$ cat src/rtl/pwm_pkg.sv
// Shared types and constants for the PWM capture block: FSM state encoding,
// counter width helper and the default saturate/timeout value.
package pwm_pkg;

  typedef enum logic [1:0] {
    IDLE,
    ACTIVE,
    INACTIVE
  } e_cap_state;

  // Counters need one extra bit so a full 2^TOTAL_BITS period fits.
  function automatic int cap_width(input int total_bits);
    return total_bits + 1;
  endfunction

  localparam int CAP_TOTAL_BITS = 8;
  localparam int CAP_SAT        = (1 << cap_width(CAP_TOTAL_BITS)) - 1;

endpackage

$ cat src/rtl/pwm_edge_sync.sv
// Input conditioning for pwm_capture: 2-FF synchronizer, optional 3-tap
// majority filter (PWM_CAPTURE_FILTER_EN) and registered active/inactive edge pulses.
module pwm_edge_sync #(
  parameter logic POL = 1'b1
) (
  input  logic iClk,
  input  logic iRst,
  input  logic iLine,
  output logic oActEdge,
  output logic oInactEdge
);

  logic sync1_q, sync2_q;
  logic level;
  logic prev_q, act_edge_q, inact_edge_q;

  always_ff @(posedge iClk or posedge iRst) begin
    if (iRst) begin
      sync1_q <= POL;
      sync2_q <= POL;
    end else begin
      sync1_q <= iLine;
      sync2_q <= sync1_q;
    end
  end

`ifdef PWM_CAPTURE_FILTER_EN
  logic tap1_q, tap2_q, filt_q;

  // A level must be seen on two of three consecutive samples to pass.
  always_ff @(posedge iClk or posedge iRst) begin
    if (iRst) begin
      tap1_q <= POL;
      tap2_q <= POL;
      filt_q <= POL;
    end else begin
      tap1_q <= sync2_q;
      tap2_q <= tap1_q;
      filt_q <= (sync2_q & tap1_q) | (sync2_q & tap2_q) | (tap1_q & tap2_q);
    end
  end

  assign level = filt_q;
`else
  assign level = sync2_q;
`endif

  always_ff @(posedge iClk or posedge iRst) begin
    if (iRst) begin
      prev_q       <= POL;
      act_edge_q   <= 1'b0;
      inact_edge_q <= 1'b0;
    end else begin
      prev_q       <= level;
      act_edge_q   <= (level != POL) && (prev_q == POL);
      inact_edge_q <= (level == POL) && (prev_q != POL);
    end
  end

  assign oActEdge   = act_edge_q;
  assign oInactEdge = inact_edge_q;

endmodule

$ cat src/rtl/pwm_capture.sv
// PWM decoder: measures active time and period in iCE ticks, strobes oValid per
// completed cycle and flags a stuck line. Optional input filter: PWM_CAPTURE_FILTER_EN.
module pwm_capture
  import pwm_pkg::*;
#(
  parameter int   TOTAL_BITS = CAP_TOTAL_BITS,
  parameter logic POL        = 1'b1
) (
  input  logic              iClk,
  input  logic              iRst,
  input  logic              iCE,
  input  logic              iPWM,
  output logic [TOTAL_BITS:0] ovActive,
  output logic [TOTAL_BITS:0] ovPeriod,
  output logic              oValid,
  output logic              oTimeout
);

  localparam int W = cap_width(TOTAL_BITS);
  localparam logic [W-1:0] SAT  = {W{1'b1}};
  localparam logic [W-1:0] ZERO = {W{1'b0}};

  e_cap_state   state_q;
  logic [W-1:0] act_cnt_q, per_cnt_q;
  logic [W-1:0] active_q, period_q;
  logic         valid_q, timeout_q;
  logic         act_edge, inact_edge;
  logic [W-1:0] first_cnt;

  function automatic logic [W-1:0] sat_inc(input logic [W-1:0] v);
    return (v == SAT) ? v : v + 1'b1;
  endfunction

  pwm_edge_sync #(
    .POL(POL)
  ) u_edge_sync (
    .iClk      (iClk),
    .iRst      (iRst),
    .iLine     (iPWM),
    .oActEdge  (act_edge),
    .oInactEdge(inact_edge)
  );

  // A tick coinciding with an active edge belongs to the new cycle.
  assign first_cnt = {{(W-1){1'b0}}, iCE};

  always_ff @(posedge iClk or posedge iRst) begin
    if (iRst) begin
      state_q   <= IDLE;
      act_cnt_q <= ZERO;
      per_cnt_q <= ZERO;
      active_q  <= ZERO;
      period_q  <= ZERO;
      valid_q   <= 1'b0;
      timeout_q <= 1'b0;
    end else begin
      valid_q <= 1'b0;
      case (state_q)
        IDLE: begin
          if (act_edge) begin
            state_q   <= ACTIVE;
            act_cnt_q <= first_cnt;
            per_cnt_q <= first_cnt;
            timeout_q <= 1'b0;
          end
        end
        ACTIVE: begin
          if (per_cnt_q == SAT) begin
            state_q   <= IDLE;
            active_q  <= SAT;
            period_q  <= ZERO;
            valid_q   <= 1'b1;
            timeout_q <= 1'b1;
          end else if (inact_edge) begin
            state_q <= INACTIVE;
            if (iCE) per_cnt_q <= sat_inc(per_cnt_q);
          end else if (iCE) begin
            act_cnt_q <= sat_inc(act_cnt_q);
            per_cnt_q <= sat_inc(per_cnt_q);
          end
        end
        INACTIVE: begin
          if (per_cnt_q == SAT) begin
            state_q   <= IDLE;
            active_q  <= ZERO;
            period_q  <= ZERO;
            valid_q   <= 1'b1;
            timeout_q <= 1'b1;
          end else if (act_edge) begin
            state_q   <= ACTIVE;
            active_q  <= act_cnt_q;
            period_q  <= per_cnt_q;
            valid_q   <= 1'b1;
            act_cnt_q <= first_cnt;
            per_cnt_q <= first_cnt;
          end else if (iCE) begin
            per_cnt_q <= sat_inc(per_cnt_q);
          end
        end
        default: state_q <= IDLE;
      endcase
    end
  end

  assign ovActive = active_q;
  assign ovPeriod = period_q;
  assign oValid   = valid_q;
  assign oTimeout = timeout_q;

endmodule

$ cat config.mk
export PLATFORM = sky130hd
export DESIGN_NAME = pwm_capture
export DESIGN_NICKNAME = d
export VERILOG_FILES = /design/src/rtl/pwm_pkg.sv /design/src/rtl/pwm_edge_sync.sv /design/src/rtl/pwm_capture.sv
export SDC_FILE = /design/constraint.sdc
export NUM_CORES = 1
export LEC_CHECK = 0
export BUFFER_PORTS_ARGS = -buffer_cell sky130_fd_sc_hd__buf_2
export CORE_MARGIN = 1.5
export CORE_UTILIZATION = 47
export CTS_CLUSTER_SIZE = 12
export DETAILED_ROUTE_END_ITERATION = 12
export PLACE_DENSITY = 0.76
export SLEW_MARGIN = 20
export SYNTH_ARGS = -nofsm -noshare
export SYNTH_HDL_FRONTEND = slang
export SYNTH_HIERARCHICAL = 1
export SYNTH_SLANG_ARGS = --single-unit
$ cat constraint.sdc
create_clock -name iClk -period 4.84 [get_ports iClk]
set_input_delay 0.726 -clock iClk [delete_from_list [all_inputs] [get_ports iClk]]
set_output_delay 0.726 -clock iClk [all_outputs]
set_load 0.01 [all_outputs]
==> summary by stage <==
Worst setup path
The slowest cell on the critical path is o22ai_1. The element type at the critical path end is a flop. For flop-to-flop paths, the worst setup slack is approximately 2200 ps. The critical path crosses 6 cells after its start point.

The startpoint type of the worst setup path is a flop. In this run the worst path has a maximum fanout of 17. In this run the critical register-to-register path is captured at ovPeriod[5]. The count of buffer and inverter cells on the critical path is 0.

Following the worst setup path forward leads to its endpoint at ovPeriod[5]. The start point of the critical path is per_cnt_q[0]. The critical path goes through ha_1 -> and3_1 -> and3_1 -> ha_1 -> o22ai_1 -> o21ai_0.

The critical path in this run is classified as flop to flop. The length in cells of the worst reg-to-reg path is 6. The data arrival time of the critical path is between 2000 and 3000 ps. The startpoint identified for the worst register-to-register timing path is per_cnt_q[0].

The highest cell delay on the worst timing path is 860 ps. On the critical path the largest part of the delay comes from compound AO/OA/AOI/OAI gates. For the worst setup path, the data required time is 4970 ps.

Power and ir drop
VDD sags by at most roughly 230 uV. The portion of total power attributed to sequential cells is 41.8%. The internal power of the cells is 0.720 mW. The fraction of power consumed by combinational cells is 34.8%.

The static leakage is 1.17 nW. The areal power density over the cells is 446 nW/um^2. The clock network fraction of total power is 23.3%. In this run switching power makes up 38.0% of total power. The switching power of the nets is 0.441 mW.

Clock network
The number of clock sinks is 45. The CTS root buffer is clkbuf_8. The clock edge transition at the registers on the reported setup and hold paths is approximately 80 ps. The deepest clock path buffer count is 2. The depth of the CTS H-tree is 2. Counting the buffers created by CTS gives 5. Once the clock tree was built, the setup fixing pass inserted 0 buffers. The clock latency at the later pin of the worst-skew pair is ~290 ps. The TritonCTS clock tree is done. The number of hold buffers added after CTS was 0.

After clock tree synthesis, the repair step resized 0 gates.

Yosys
A synthesized cell averages 9.19 sq um. The area of the mapped netlist is 2330 sq um. The flip-flop and latch count after synthesis is 45. Yosys mapped the design onto 42 distinct sky130hd cell types. During synthesis, Yosys emitted a total of 6 warnings.

The cell count after synthesis came out at between 200 and 300. The share of the yosys chip area belonging to registers is 48.4%. For this run, the leading register cell type out of synthesis is dfrtp_1. Counting flops with a built-in enable in the synthesized netlist gives 0. Counting every net in the synthesized netlist gives approximately 270.

The share of async-settable or async-resettable flops after synthesis is 100%.

Global route
The pin count of the biggest net entering global routing is 41. The sum of overflow across all layers after global routing is 0. The initial antenna violation count is 0. The number of global-route vias before repair is approximately 1700. The met3 routing resource usage after global routing is about 4.1%. The wire length of the first global-routing pass is 7830 um. For met2 alone, demand over resource in global routing was between 20% and 30%. In this run the most used layer during global routing was met2. The met1 usage in global routing is a little over a quarter. In the global route stage, overall resource usage came out at a little under a fifth.

Place
Buffers placed on the I/O ports in this run total 23. The HPWL after detailed placement is ~3200 um. At the end of routability-driven placement, the weighted congestion stood at 0.850.

The pre-CTS setup slack is 1980 ps.

Run status
The run finished with clean final reports.

Floorplanning
The chip height is 73.5 um. The die is 73.5 um wide. Row generation in the floorplan step produced 25 rows.

In this run the standard cell core region covers approximately 4800 sq um. The number of top-level pins is 24. The die covers 5400 sq um. The initial standard-cell utilization of the core is about half.

Timing
The final-report setup violation count is 0. The final count of hold timing violations is 0. The clock period minus final worst setup slack is roughly 2700 ps. Setup slack closes at roughly 2200 ps. The post-route setup TNS is 0 ps.

Setup repair after global routing left no endpoint under its margin. The worst hold slack after final layout is between 300 and 400 ps. Derived from the worst setup path, the maximum achievable clock frequency is between 300 and 400 MHz. At the pin with the least slew margin, the transition time is 1010 ps. The worst pin sits at a relative slew slack of between 30% and 40%. The worst setup skew after layout is roughly 2.7 ps.

The share of the cycle needed by the critical path after routing is a little under three fifths. The number of pins with negative max-slew slack in the final report is 0.

Cells and area
Compared with the post-synthesis result, the final layout area differs by 11.5%. The repair_antennas step left the layout with diodes totalling 0. After the last flow step, the layout net total stands at ~290. The fraction of final layout cells sized beyond drive strength 1 is roughly 14%.

Detailed routing
After the first detailed-routing iteration, the DRC count stood at about 200. The via density per instance is ~5.7. The routed design has approximately 4700 um of wire. The total via count after detailed routing is 1931. The average wire per cell in the routed design is 13.7 um. Once detail routing completed, the nets flagged for antenna violations numbered 0. Before antenna repair, the detailed router went through 4 iterations. The final routed DRC violation total is 0.

Run
The max-capacitance violation count is 0.

Hold path
The type of the most critical hold path is input port to asynchronous set/reset pin.
kinds of logic (layout without fill, tap and decap cells):
kind of cell             after synthesis  in the layout  synth area share, %
adder cells (fa/ha/maj)               10             10                 5.36
AND/OR/NAND/NOR                      106            106                 22.6
flip-flops                            45             45                 48.4
buffers and inverters                 21             40                 3.64
AO/OA/AOI/OAI                         72             72                 20.0
layout make-up:
type,count,area [sq um]
clock buffers,5,68.8
multi-input cells,188,1120
inverters,8,30.0
repair buffers,25,130
fillers,436,2150
flip-flops and latches,45,1130
well taps,67,83.8
clock inverters,2,35.0
worst min-delay path by stage:
stage                           endpoint  slack (ps)  cells after the start
floorplan              u_edge_sync/level         350                      0
global placement       u_edge_sync/level         350                      0
detailed placement     u_edge_sync/level         350                      0
CTS                 u_edge_sync/oActEdge         320                      2
global route        u_edge_sync/oActEdge         340                      2
finish              u_edge_sync/oActEdge         330                      2
synthesized netlist by cell type, types with 2 or more instances:
cell | n | area [sq um]
a32o_1 | 3 | 30.0
nand2_1 | 35 | 131
nand4_1 | 4 | 25.0
clkbuf_1 | 6 | 22.5
or4_1 | 3 | 22.5
dfrtp_1 | 42 | 1050
and3_1 | 9 | 56.3
nand3_1 | 13 | 65.1
or3_1 | 2 | 12.5
o311ai_0 | 3 | 26.3
nor2_1 | 18 | 67.6
a21oi_1 | 11 | 55.1
o21a_1 | 3 | 22.5
o22ai_1 | 10 | 62.6
a22oi_1 | 6 | 45.0
buf_1 | 2 | 7.51
o31ai_1 | 2 | 15.0
inv_1 | 7 | 26.3
and4_1 | 2 | 17.5
dfstp_2 | 3 | 78.8
buf_2 | 4 | 20.0
and2_1 | 6 | 37.5
ha_1 | 10 | 125
o21ai_0 | 21 | 105
a21o_1 | 2 | 15.0
nor2b_1 | 10 | 62.6
a22o_1 | 2 | 17.5
per-stage QoR:
stage	total power, mW	cells	util (%)	area (sq um)
2_1_floorplan	0.792	254	-	2330
3_3_place_gp	0.884	333	52.4	2490
3_5_place_dp	0.892	333	52.4	2490
4_1_cts	1.16	340	54.6	2600
5_1_grt	1.25	340	54.7	2600
6_report	1.16	340	54.7	2600
metal layers:
layer	up-vias	part of all wire, %	routed length [um]
met5	-	0	0
met4	0	1.2	58
met3	5	5.6	261
met2	51	45	2080
met1	918	48	2260
li1	957	-	-
power groups by stage:
stage	clock, mW	sequential, mW	combinational, mW
2_1_floorplan	0	0.484	0.308
3_3_place_gp	0	0.488	0.396
3_5_place_dp	0	0.491	0.400
4_1_cts	0.278	0.484	0.402
5_1_grt	0.295	0.494	0.456
6_report	0.271	0.486	0.404
state kept, by name (all words and copies together) (netlist names):
name and flops:
ovPeriod 9, u_edge_sync/oActEdge 1, oTimeout 1, u_edge_sync/level 1, u_edge_sync/sync1_q 1, oValid 1
act_cnt_q 9, state_q 2, u_edge_sync/oInactEdge 1, u_edge_sync/prev_q 1, per_cnt_q 9, ovActive 9
placed cells by master (no fill, tap or decap), drive strengths merged, types with 2 or more instances in the layout:
cell type,synthesis,layout
clkbuf,7,5
o21ai,21,21
a21oi,11,11
or4,3,3
dfstp,3,3
nand3,13,13
dfrtp,42,42
and2,6,6
nand4,4,4
o21a,3,3
and4,2,2
o22ai,10,10
clkinv,1,2
a32o,3,3
or3,2,2
o31ai,2,2
buf,6,25
and3,9,9
o311ai,3,3
nor2b,10,10
nand2,35,35
a22o,2,2
ha,10,10
inv,7,7
nor2,18,18
a22oi,6,6
a21o,2,2
Power figures use the tool's default switching activity.
